### config.mk
export PLATFORM = sky130hd
export DESIGN_NAME = seq_shifter
export DESIGN_NICKNAME = d
export VERILOG_FILES = /design/src/rtl/shifter_pkg.sv /design/src/rtl/shift_step.sv /design/src/rtl/seq_shifter.sv
export SDC_FILE = /design/constraint.sdc
export NUM_CORES = 1
export LEC_CHECK = 0
export BUFFER_PORTS_ARGS = -buffer_cell sky130_fd_sc_hd__buf_2
export CAP_MARGIN = 10
export CORE_MARGIN = 2
export CORE_UTILIZATION = 51
export CTS_CLUSTER_DIAMETER = 80
export DETAILED_ROUTE_END_ITERATION = 8
export HOLD_SLACK_MARGIN = 0.08
export PLACE_DENSITY = 0.81
export SETUP_SLACK_MARGIN = 0.2
export SLEW_MARGIN = 20
export SYNTH_ARGS = -nofsm -noshare
export SYNTH_HDL_FRONTEND = slang
export SYNTH_SLANG_ARGS = --single-unit
export TNS_END_PERCENT = 100
### constraint.sdc
create_clock -name clk -period 2.3 [get_ports clk]
set_clock_uncertainty 0.15 [all_clocks]
set_input_delay 0.46 -clock clk [delete_from_list [all_inputs] [get_ports clk]]
set_output_delay 0.46 -clock clk [all_outputs]
set_load 0.1 [all_outputs]
### src/rtl/shifter_pkg.sv
// rtl/shifter_pkg.sv - shared mode/state types and per-cycle step sizing for seq_shifter
package shifter_pkg;

  typedef enum logic [2:0] {
    SH_PASS = 3'b000,
    SH_LSL  = 3'b001,
    SH_LSR  = 3'b010,
    SH_ASR  = 3'b011,
    SH_ROR  = 3'b100,
    SH_ROL  = 3'b101
  } shift_mode_e;

  typedef enum logic [1:0] {
    IDLE,
    SHIFT,
    DONE
  } seq_shifter_state_e;

  // Bits to shift this cycle: the smaller of what is left and the engine step.
  function automatic int unsigned step_amount(input int unsigned remaining,
                                              input int unsigned step);
    return (remaining < step) ? remaining : step;
  endfunction

endpackage

### src/rtl/shift_step.sv
// rtl/shift_step.sv - combinational single-step shifter; rotates only with SEQ_SHIFTER_ROTATE_EN
module shift_step
  import shifter_pkg::*;
#(
  parameter int WIDTH = 16,
  parameter int KW    = 4
) (
  input  logic [WIDTH-1:0] data,
  input  logic [KW-1:0]    k,
  input  logic [2:0]       mode,
  output logic [WIDTH-1:0] result,
  output logic             carry
);

  // One guard bit beside the operand catches the last bit shifted out.
  logic [WIDTH:0]        ext_l;
  logic [WIDTH:0]        ext_r;
  logic signed [WIDTH:0] ext_a;
`ifdef SEQ_SHIFTER_ROTATE_EN
  logic [KW:0]           back;
`endif

  always_comb begin
    result = data;
    carry  = 1'b0;
    ext_l  = {1'b0, data} << k;
    ext_r  = {data, 1'b0} >> k;
    ext_a  = $signed({data, 1'b0}) >>> k;
`ifdef SEQ_SHIFTER_ROTATE_EN
    back   = (KW+1)'(WIDTH) - {1'b0, k};
`endif
    case (mode)
      SH_LSL: begin
        result = ext_l[WIDTH-1:0];
        carry  = ext_l[WIDTH];
      end
      SH_LSR: begin
        result = ext_r[WIDTH:1];
        carry  = ext_r[0];
      end
      SH_ASR: begin
        result = ext_a[WIDTH:1];
        carry  = ext_a[0];
      end
`ifdef SEQ_SHIFTER_ROTATE_EN
      SH_ROR: begin
        result = (data >> k) | (data << back);
        carry  = result[WIDTH-1];
      end
      SH_ROL: begin
        result = (data << k) | (data >> back);
        carry  = result[0];
      end
`endif
      default: begin
        result = data;
        carry  = 1'b0;
      end
    endcase
  end

endmodule

### src/rtl/seq_shifter.sv
// rtl/seq_shifter.sv - iterative STEP-bits-per-cycle shifter; rotate modes with SEQ_SHIFTER_ROTATE_EN
module seq_shifter
  import shifter_pkg::*;
#(
  parameter int          WIDTH   = 16,
  parameter int unsigned STEP    = 1,
  parameter int          SHAMT_W = $clog2(WIDTH)
) (
  input  logic               clk,
  input  logic               reset,
  input  logic               in_valid,
  output logic               in_ready,
  input  logic [WIDTH-1:0]   in_data,
  input  logic [SHAMT_W-1:0] in_shamt,
  input  logic [2:0]         in_mode,
  output logic               out_valid,
  input  logic               out_ready,
  output logic [WIDTH-1:0]   out_data,
  output logic               out_carry,
  output logic               out_zero
);

  seq_shifter_state_e state;
  logic [SHAMT_W-1:0] rem_q;
  logic [2:0]         mode_q;
  logic [SHAMT_W-1:0] k;
  logic [WIDTH-1:0]   step_data;
  logic               step_carry;
  logic               shiftable;

  assign k        = SHAMT_W'(step_amount(32'(rem_q), STEP));
  assign out_zero = (out_data == '0);

  always_comb begin
    shiftable = 1'b0;
    case (in_mode)
      SH_LSL, SH_LSR, SH_ASR: shiftable = 1'b1;
`ifdef SEQ_SHIFTER_ROTATE_EN
      SH_ROR, SH_ROL:         shiftable = 1'b1;
`endif
      default:                shiftable = 1'b0;
    endcase
  end

  shift_step #(
    .WIDTH (WIDTH),
    .KW    (SHAMT_W)
  ) u_step (
    .data   (out_data),
    .k      (k),
    .mode   (mode_q),
    .result (step_data),
    .carry  (step_carry)
  );

  // out_data doubles as the working register while shifting; out_valid masks it.
  always_ff @(posedge clk or posedge reset) begin
    if (reset) begin
      state     <= IDLE;
      in_ready  <= 1'b1;
      out_valid <= 1'b0;
      out_data  <= '0;
      out_carry <= 1'b0;
      rem_q     <= '0;
      mode_q    <= SH_PASS;
    end else begin
      case (state)
        IDLE: begin
          if (in_valid) begin
            out_data  <= in_data;
            out_carry <= 1'b0;
            mode_q    <= in_mode;
            rem_q     <= in_shamt;
            in_ready  <= 1'b0;
            if (shiftable && in_shamt != '0) begin
              state <= SHIFT;
            end else begin
              state     <= DONE;
              out_valid <= 1'b1;
            end
          end
        end
        SHIFT: begin
          out_data  <= step_data;
          out_carry <= step_carry;
          rem_q     <= rem_q - k;
          if (rem_q == k) begin
            state     <= DONE;
            out_valid <= 1'b1;
          end
        end
        DONE: begin
          if (out_ready) begin
            state     <= IDLE;
            out_valid <= 1'b0;
            in_ready  <= 1'b1;
          end
        end
        default: begin
          state     <= IDLE;
          out_valid <= 1'b0;
          in_ready  <= 1'b1;
        end
      endcase
    end
  end

endmodule

==> results.py, run 1 <==
metrics = {
    "outcome": {
        "outcome": "finished clean",
    },
    "routing": {
        "wl_per_cell_microns": 16.3,
        "remaining_drc_errors": 0,
        "firstDrtPassIters": 5,
        "drtAntennaViolNets": 0,
        "drt_iter0_drc": 52,
        "vias": 1525,
        "wirelength_mm": 4.12,
        "vias_per_cell": 6.03,
    },
    "yosys": {
        "synthAdderAreaFrac_pct": 1.52,
        "synth-seq-area-share_pct": 42.7,
        "postSynthAreaPerCell_sq_um": 10.3,
        "synth_seq_cells": 28,
        "syn-cell-area_sq_um": 1640,
        "netlist_top_cells_area": "dfrtp_1, mux2_2, a2bb2oi_1",
        "yosys_warnings": 0,
        "synth_flop_cell": "dfrtp_1",
        "synth_nets": 188,
        "async_flop_share_pct": 100,
        "syn_inst": 159,
        "synth.largest_area_cell": "dfrtp_1",
        "synth-compound-area-share_pct": 23.0,
        "synth-xor-area-share_pct": 0,
        "muxShareOfSynthArea_pct": 14.3,
        "synth_top_family_by_area": "compound AO/OA/AOI/OAI gates",
        "netlist-cell-type-count": 37,
        "synth_edf_count": 0,
        "synthSimpleGateAreaFrac_pct": 13.2,
        "synth_top_area_share_pct": 41.1,
    },
    "clock_tree": {
        "cts.sinks": 28,
        "clk_pin_slew_ns": 0.14,
        "htree_levels": 1,
        "clock_path_buffers": 2,
        "cts_tree": "built",
        "numCtsBuffers": 3,
        "clk_latency_ns": 0.33,
        "clockRootBuffer": "clkbuf_4",
    },
    "floorplan": {
        "fp.dieW_microns": 60.8,
        "dieArea_sq_um": 3690,
        "fp-row-count": 20,
        "core_area_sq_um": 3050,
        "die_h_microns": 60.8,
        "start_util_pct": 53.9,
        "io_pins": 47,
    },
    "final_layout": {
        "antenna_cells": 0,
        "areaGrowthSynthToFinish_pct": 25.3,
        "drive_above_1_share_pct": 51.2,
        "fin_nets": 239,
        "mostFrequentLayoutCells": "buf_2, mux2_2, dfrtp_2",
        "design_area_sq_um": 2060,
        "final_common_cell": "buf_2",
    },
    "sta": {
        "setup-violations-final": 0,
        "worstMarginPinSlew_ns": 0.570,
        "relSlewSlack_pct": 62.0,
        "finalCritPeriodShare_pct": 93.3,
        "hold_violations": 0,
        "fin_crit_ns": 2.15,
        "fin_setup_tns_ns": 0,
        "slew_violations": 0,
        "rsz0062_at_grt": "true",
        "fmax_ghz": 0.466,
    },
    "global_routing": {
        "antenna_found_initial": 0,
        "grt_util_all_layers_pct": 24.6,
        "grt_max_degree": 29,
        "grt_overflow": 0,
        "grt_pass1_vias": 1560,
        "grt_pass1_wl_mm": 6.76,
    },
    "critical_path": {
        "cp.arrival_ns": 1.54,
        "r2r-start": "rem_q[2]",
        "cp-end-kind": "output port",
        "rr_worst_depth": 7,
        "start_kind": "flip-flop",
        "crit_start": "out_data[0]",
        "r2r_end": "out_valid",
        "reg2reg_slack_ns": 0.24,
        "cp_slowest_cell": "dfrtp_2",
        "critPathMaxStageDelay_ns": 0.45,
        "worst_ep_required_time_ns": 1.69,
        "critPathKind": "reg -> out",
        "worstPathCellList": "nor4_4, and4_4, buf_12",
        "crit_fanout": 2,
    },
    "hold_path": {
        "holdPathEnd": "mode_q[0]",
        "hp-class": "in -> reg",
        "hp-start": "in_mode[0]",
        "holdPathStages": 2,
    },
    "job": {
        "cap_violations": 0,
    },
    "placed_design": {
        "placed_area_sq_um": 1940,
        "routabilityCongestion": 0.833,
        "port_buffers": 46,
        "dp_hpwl_mm": 3.01,
    },
}
==> state kept, by name (all words and copies together) (netlist names) <==
name,count
out_data,16
out_carry,1
in_ready,1
rem_q,4
out_valid,1
state,2
mode_q,3
==> cells by family after synthesis <==
group | Yosys count
buffers and inverters | 17
adder cells (fa/ha/maj) | 2
AND/OR/NAND/NOR | 38
flip-flops | 28
multiplexers | 21
AO/OA/AOI/OAI | 53
==> critical path, delay by kind of cell, from the launching register on <==
family | cells | cell delay, ns
DFF | 1 | 0.45
and+or+nand+nor | 2 | 0.59
buffers and inverters | 1 | 0.17
==> synthesized netlist by cell type (2+ instances only) <==
master     instances
a2bb2oi_1         16
o22ai_1           15
o211ai_1           2
o21ai_0            5
a21oi_1            5
ha_1               2
nand2_1            4
dfrtp_1           27
mux2_2            20
buf_6              2
nor2_1            13
nor4_1             5
buf_2              2
nor2b_1            4
inv_1              6
o21bai_1           2
clkbuf_1           5
a211oi_1           2
nand2b_1           4
==> layer usage <==
metal	GRT usage (%)	vias up	part of all wire (%)
li1	-	713	-
met2	45.6	50	52
met3	2.99	11	4.1
met1	27.2	751	42
met5	0	-	0
met4	13.4	0	2.8
==> area by class of cell <==
cell class                 count  area [sq um]
fill                         267           993
clock buffer                   4          36.3
multi-input combinational    114           892
tap                           44          55.1
inverter                       6          22.5
timing repair buffer          57           330
sequential                    28           723
==> per-stage QoR <==
stage	std cells	util, %	hold WS [ns]	worst slack (ns)
6_report	253	67.5	0.224	0.154
5_1_grt	253	67.5	0.200	0.102
4_1_cts	251	66.9	0.217	0.171
3_5_place_dp	243	63.6	0.349	0.234
3_3_place_gp	243	63.6	0.322	0.325
2_1_floorplan	159	-	0.359	0.309
==> how the worst max path moves through the flow <==
stage	endpoint	slack, ns	cells past startpoint
floorplan	out_valid	0.31	7
global placement	out_valid	0.32	4
detailed placement	out_valid	0.23	7
CTS	out_zero	0.17	3
global route	out_valid	0.10	7
finish	out_zero	0.15	3
==> timing repair <==
action | CTS | global route
setup endpoints to repair | 1 | 2
cloned | 0 | 0
buffers inserted | 3 | 2
hold endpoints to repair | 27 | 0
hold buffers | 1 | 0
gates resized for setup | 5 | 1
Power of run 1 is not shown: default switching activity piles up to over one toggle a cycle in this logic, so the estimate is an artifact.
==> run 2, diff against run 1 <==
Settings changed: SLEW_MARGIN 20 to not set.
Clock period 2.3 ns to 2.2 ns, I/O delays scaled along.
==> run 2 against run 1 <==
Wire length grew 7.2%. Design area grew 3.9%. Flip-flop and latch count is the same. Sequential share of layout area shrank 1.2 points. First-iteration DRC count grew 54%. Count of clock-buffer cells in the layout is the same. Critical endpoint unchanged.
==> results.py, run 2 (synthesis gave the netlist of run 1 again) <==
metrics = {
    "outcome": {
        "outcome": "finished clean",
    },
    "global_routing": {
        "met2_usage_pct": 45.5,
        "grt_max_degree": 29,
        "grt_most_used_layer": "met2",
        "use_met3_pct": 2.56,
        "grt_pass1_vias": 1498,
        "grt_util_all_layers_pct": 24.6,
        "antenna_found_initial": 0,
        "grt_overflow": 0,
        "use_met1_pct": 29.5,
        "grt_pass1_wl_mm": 6.74,
    },
    "final_layout": {
        "drive_above_1_share_pct": 55.0,
        "design_area_sq_um": 2140,
        "largest-register": "out_data",
        "areaGrowthSynthToFinish_pct": 30.2,
        "fin_nets": 248,
        "mostFrequentLayoutCells": "buf_2, mux2_2, dfrtp_2, buf_4, a2bb2oi_1",
        "largest_reg_flops": 16,
        "final_common_cell": "buf_2",
        "reg_top3": "out_data: 16 flops, rem_q: 4 flops, mode_q: 3 flops",
        "antenna_cells": 0,
    },
    "clock_tree": {
        "htree_levels": 1,
        "numCtsBuffers": 3,
        "cts_tree": "built",
        "clk_pin_slew_ns": 0.14,
        "cts.sinks": 28,
        "clk_latency_ns": 0.32,
        "clock_path_buffers": 2,
        "clockRootBuffer": "clkbuf_4",
    },
    "floorplan": {
        "core_area_sq_um": 3050,
        "dieArea_sq_um": 3690,
        "start_util_pct": 53.9,
        "io_pins": 47,
        "fp.dieW_microns": 60.8,
        "fp-row-count": 20,
        "die_h_microns": 60.8,
    },
    "job": {
        "cap_violations": 0,
    },
    "routing": {
        "drt_iter0_drc": 80,
        "wl_per_cell_microns": 16.8,
        "wirelength_mm": 4.41,
        "vias_per_cell": 5.95,
        "firstDrtPassIters": 4,
        "vias": 1558,
        "drtAntennaViolNets": 0,
        "remaining_drc_errors": 0,
    },
    "hold_path": {
        "hp-class": "in -> reg",
    },
    "sta": {
        "fmax_ghz": 0.478,
        "rsz0062_at_grt": "true",
        "relSlewSlack_pct": 67.7,
        "hold_violations": 0,
        "slew_violations": 0,
        "fin_setup_tns_ns": 0,
        "fin_crit_ns": 2.09,
        "setup-violations-final": 0,
        "finalCritPeriodShare_pct": 95.1,
        "worstMarginPinSlew_ns": 0.488,
    },
    "critical_path": {
        "critPathKind": "reg -> out",
        "cp.arrival_ns": 1.50,
        "worst_ep_required_time_ns": 1.61,
        "cp-end-kind": "output port",
        "crit_fanout": 4,
        "start_kind": "flip-flop",
    },
    "placed_design": {
        "port_buffers": 46,
        "placed_area_sq_um": 1950,
        "dp_hpwl_mm": 3.02,
        "routabilityCongestion": 0.834,
    },
}
[run 2: cell types whose count changed in the layout (fill, tap and decap cells not counted), sizes merged]
| cell | before | now |
|---|---|---|
| buf | 56 | 65 |
[run 2: layout make-up]
class / count / area, sq um
Multi-Input combinational cell: 114 / 913
Fill cell: 241 / 912
Sequential cell: 28 / 726
Timing Repair Buffer: 66 / 398
Tap cell: 44 / 55.1
Clock buffer: 4 / 26.3
Inverter: 6 / 22.5
[run 2: worst paths after layout]
path	start	endpoint	slack (ns)	cells after the start
max	out_data[15]	out_zero	0.11	3
min	in_mode[0]	mode_q[0]	0.21	2
max reg2reg	rem_q[3]	out_valid	0.14	7
min reg2reg	in_ready	in_ready	0.38	2
max in group asynchronous	reset	in_ready	1.05	4
min in group asynchronous	reset	out_valid	0.55	4
[run 2: per-layer routing]
metal	vias up	part of all wire, %
li1	725	-
met1	763	40
met2	61	54
met3	9	5.2
met4	0	1.4
met5	-	0
[run 2: worst max-delay path, cell delays in order (launching register included)]
cell and delay (ns):
dfrtp_2 0.47, nor4_4 0.27, and4_4 0.26, buf_12 0.17
[run 2: metrics by stage]
stage | cells | setup WS [ns] | hold slack (ns) | util (%)
CTS | 255 | 0.112 | 0.205 | 67.4
global route | 262 | 0.0220 | 0.188 | 70.1
detailed placement | 244 | 0.166 | 0.348 | 63.8
finish | 262 | 0.109 | 0.208 | 70.1
global placement | 244 | 0.244 | 0.322 | 63.8
floorplan | 159 | 0.209 | 0.354 | -
[run 2: repair_timing]
item,in CTS,in global routing
hold buffers,1,0
gates resized for setup,5,8
endpoints found under the setup margin,2,2
endpoints found under the hold margin,27,0
setup buffers,6,7
pin swaps,1,5
Power of run 2 is left out for the same reason.
==> run 3, diff against run 2 <==
Settings changed: CORE_UTILIZATION 51 to 53, CTS_BUF_LIST set to sky130_fd_sc_hd__clkbuf_4 sky130_fd_sc_hd__clkbuf_8, PLACE_DENSITY 0.81 to 0.83.
==> run 3 against run 2 <==
Worst hold slack improved by 0.0039 ns. Via count increased by 1.3%. Maximum frequency increased by 0.44%. Flip-flop and latch count unchanged. Critical path type unchanged. Highest routed layer unchanged. Utilization increased by 1.9 points. Critical endpoint unchanged.
==> results.py, run 3 (synthesis gave the netlist of run 1 again) <==
metrics = {
    "outcome": {
        "outcome": "finished clean",
    },
    "critical_path": {
        "critPathKind": "reg -> out",
        "reg2reg_slack_ns": 0.18,
        "cp.arrival_ns": 1.49,
        "critPathMaxStageDelay_ns": 0.46,
        "cp_slowest_cell": "dfrtp_2",
        "worst_ep_required_time_ns": 1.61,
        "r2r-start": "rem_q[3]",
        "rr_worst_depth": 7,
        "r2r_end": "out_valid",
        "cp-end-kind": "output port",
        "start_kind": "flip-flop",
        "crit_fanout": 3,
        "worstPathCellList": "nor4_4, and4_4, buf_12",
    },
    "clock_tree": {
        "clk_latency_ns": 0.33,
        "clock_path_buffers": 2,
        "cts.sinks": 28,
        "cts_tree": "built",
        "clockRootBuffer": "clkbuf_4",
        "clk_pin_slew_ns": 0.15,
        "numCtsBuffers": 3,
        "htree_levels": 1,
    },
    "placed_design": {
        "routabilityCongestion": 0.886,
        "port_buffers": 46,
        "dp_hpwl_mm": 2.79,
        "dp_cells": 231,
    },
    "sta": {
        "fin_crit_ns": 2.08,
        "finalCritPeriodShare_pct": 94.6,
        "relSlewSlack_pct": 66.8,
        "slew_violations": 0,
        "worstMarginPinSlew_ns": 0.492,
        "setup-violations-final": 0,
        "hold_violations": 0,
        "fin_setup_tns_ns": 0,
        "rsz0062_at_grt": "true",
        "fmax_ghz": 0.480,
    },
    "routing": {
        "wl_per_cell_microns": 17.5,
        "drtAntennaViolNets": 0,
        "drt_iter0_drc": 102,
        "wirelength_mm": 4.44,
        "vias": 1579,
        "remaining_drc_errors": 0,
        "firstDrtPassIters": 4,
        "vias_per_cell": 6.24,
    },
    "final_layout": {
        "mostFrequentLayoutCells": "buf_2, buf_4, mux2_2, dfrtp_2, a2bb2oi_1",
        "fillers": 232,
        "largest-register": "out_data",
        "final_cell_count_no_fill": 253,
        "fin_nets": 250,
        "multi_input_area_sq_um": 921,
        "antenna_cells": 0,
        "largest_reg_flops": 16,
        "final_common_cell": "buf_2",
        "areaGrowthSynthToFinish_pct": 31.5,
        "drive_above_1_share_pct": 56.8,
        "regArea_sq_um": 726,
        "reg_top3": "out_data: 16 flops, rem_q: 4 flops, mode_q: 3 flops",
    },
    "floorplan": {
        "core_area_sq_um": 3000,
        "fp.dieW_microns": 59.7,
        "dieArea_sq_um": 3560,
        "fp-row-count": 20,
        "start_util_pct": 54.8,
        "io_pins": 47,
        "die_h_microns": 59.7,
    },
    "global_routing": {
        "grt_pass1_vias": 1487,
        "grt_overflow": 0,
        "grt_max_degree": 29,
        "grt_pass1_wl_mm": 6.98,
        "antenna_found_initial": 0,
        "grt_util_all_layers_pct": 25.7,
    },
    "hold_path": {
        "holdPathEnd": "mode_q[2]",
        "hp-start": "in_mode[2]",
        "hp-class": "in -> reg",
        "holdPathStages": 2,
    },
    "job": {
        "cap_violations": 0,
    },
}
run 3: worst max-delay path by stage:
stage | from | endpoint | cells past startpoint
2_1_floorplan | rem_q[0] | out_valid | 7
3_3_place_gp | in_shamt[0] | out_valid | 4
3_5_place_dp | rem_q[0] | out_valid | 7
4_1_cts | out_data[0] | out_zero | 3
5_1_grt | out_data[15] | out_zero | 3
6_report | out_data[15] | out_zero | 3
run 3: stage by stage:
| step | utilization [%] | area, sq um | worst slack [ns] | hold slack (ns) |
|---|---|---|---|---|
| floorplan | - | 1670 | 0.209 | 0.354 |
| global placement | 63.9 | 1920 | 0.232 | 0.325 |
| detailed placement | 63.9 | 1920 | 0.167 | 0.332 |
| CTS | 69.2 | 2080 | 0.112 | 0.203 |
| global route | 72.0 | 2160 | 0.0315 | 0.188 |
| finish | 72.0 | 2160 | 0.118 | 0.212 |
run 3: cell type report:
class	count	area share [%]
Multi-Input combinational cell	114	42.6
Tap cell	33	1.91
Sequential cell	28	33.6
Inverter	6	1.04
Clock buffer	4	1.68
Timing Repair Buffer	68	19.2
run 3: timing repair:
| action | in CTS | in global routing |
|---|---|---|
| hold buffers | 1 | 0 |
| gates resized for setup | 5 | 12 |
| endpoints found under the setup margin | 2 | 18 |
| pin swaps | 2 | 5 |
| endpoints found under the hold margin | 27 | 0 |
| buffers inserted | 12 | 5 |
run 3: worst max-delay path: cells and delay by family, from the launching register on:
| family | cells | cell delay (ns) |
|---|---|---|
| simple gates | 2 | 0.53 |
| flops | 1 | 0.46 |
| buf+inv | 1 | 0.17 |
run 3: layer usage:
layer | global-route usage (%) | routed length (microns)
met5 | 0 | 0
met3 | 3.25 | 246
met1 | 33.5 | 1900
met2 | 43.6 | 2220
met4 | 9.52 | 66
Power of run 3 is left out for the same reason.
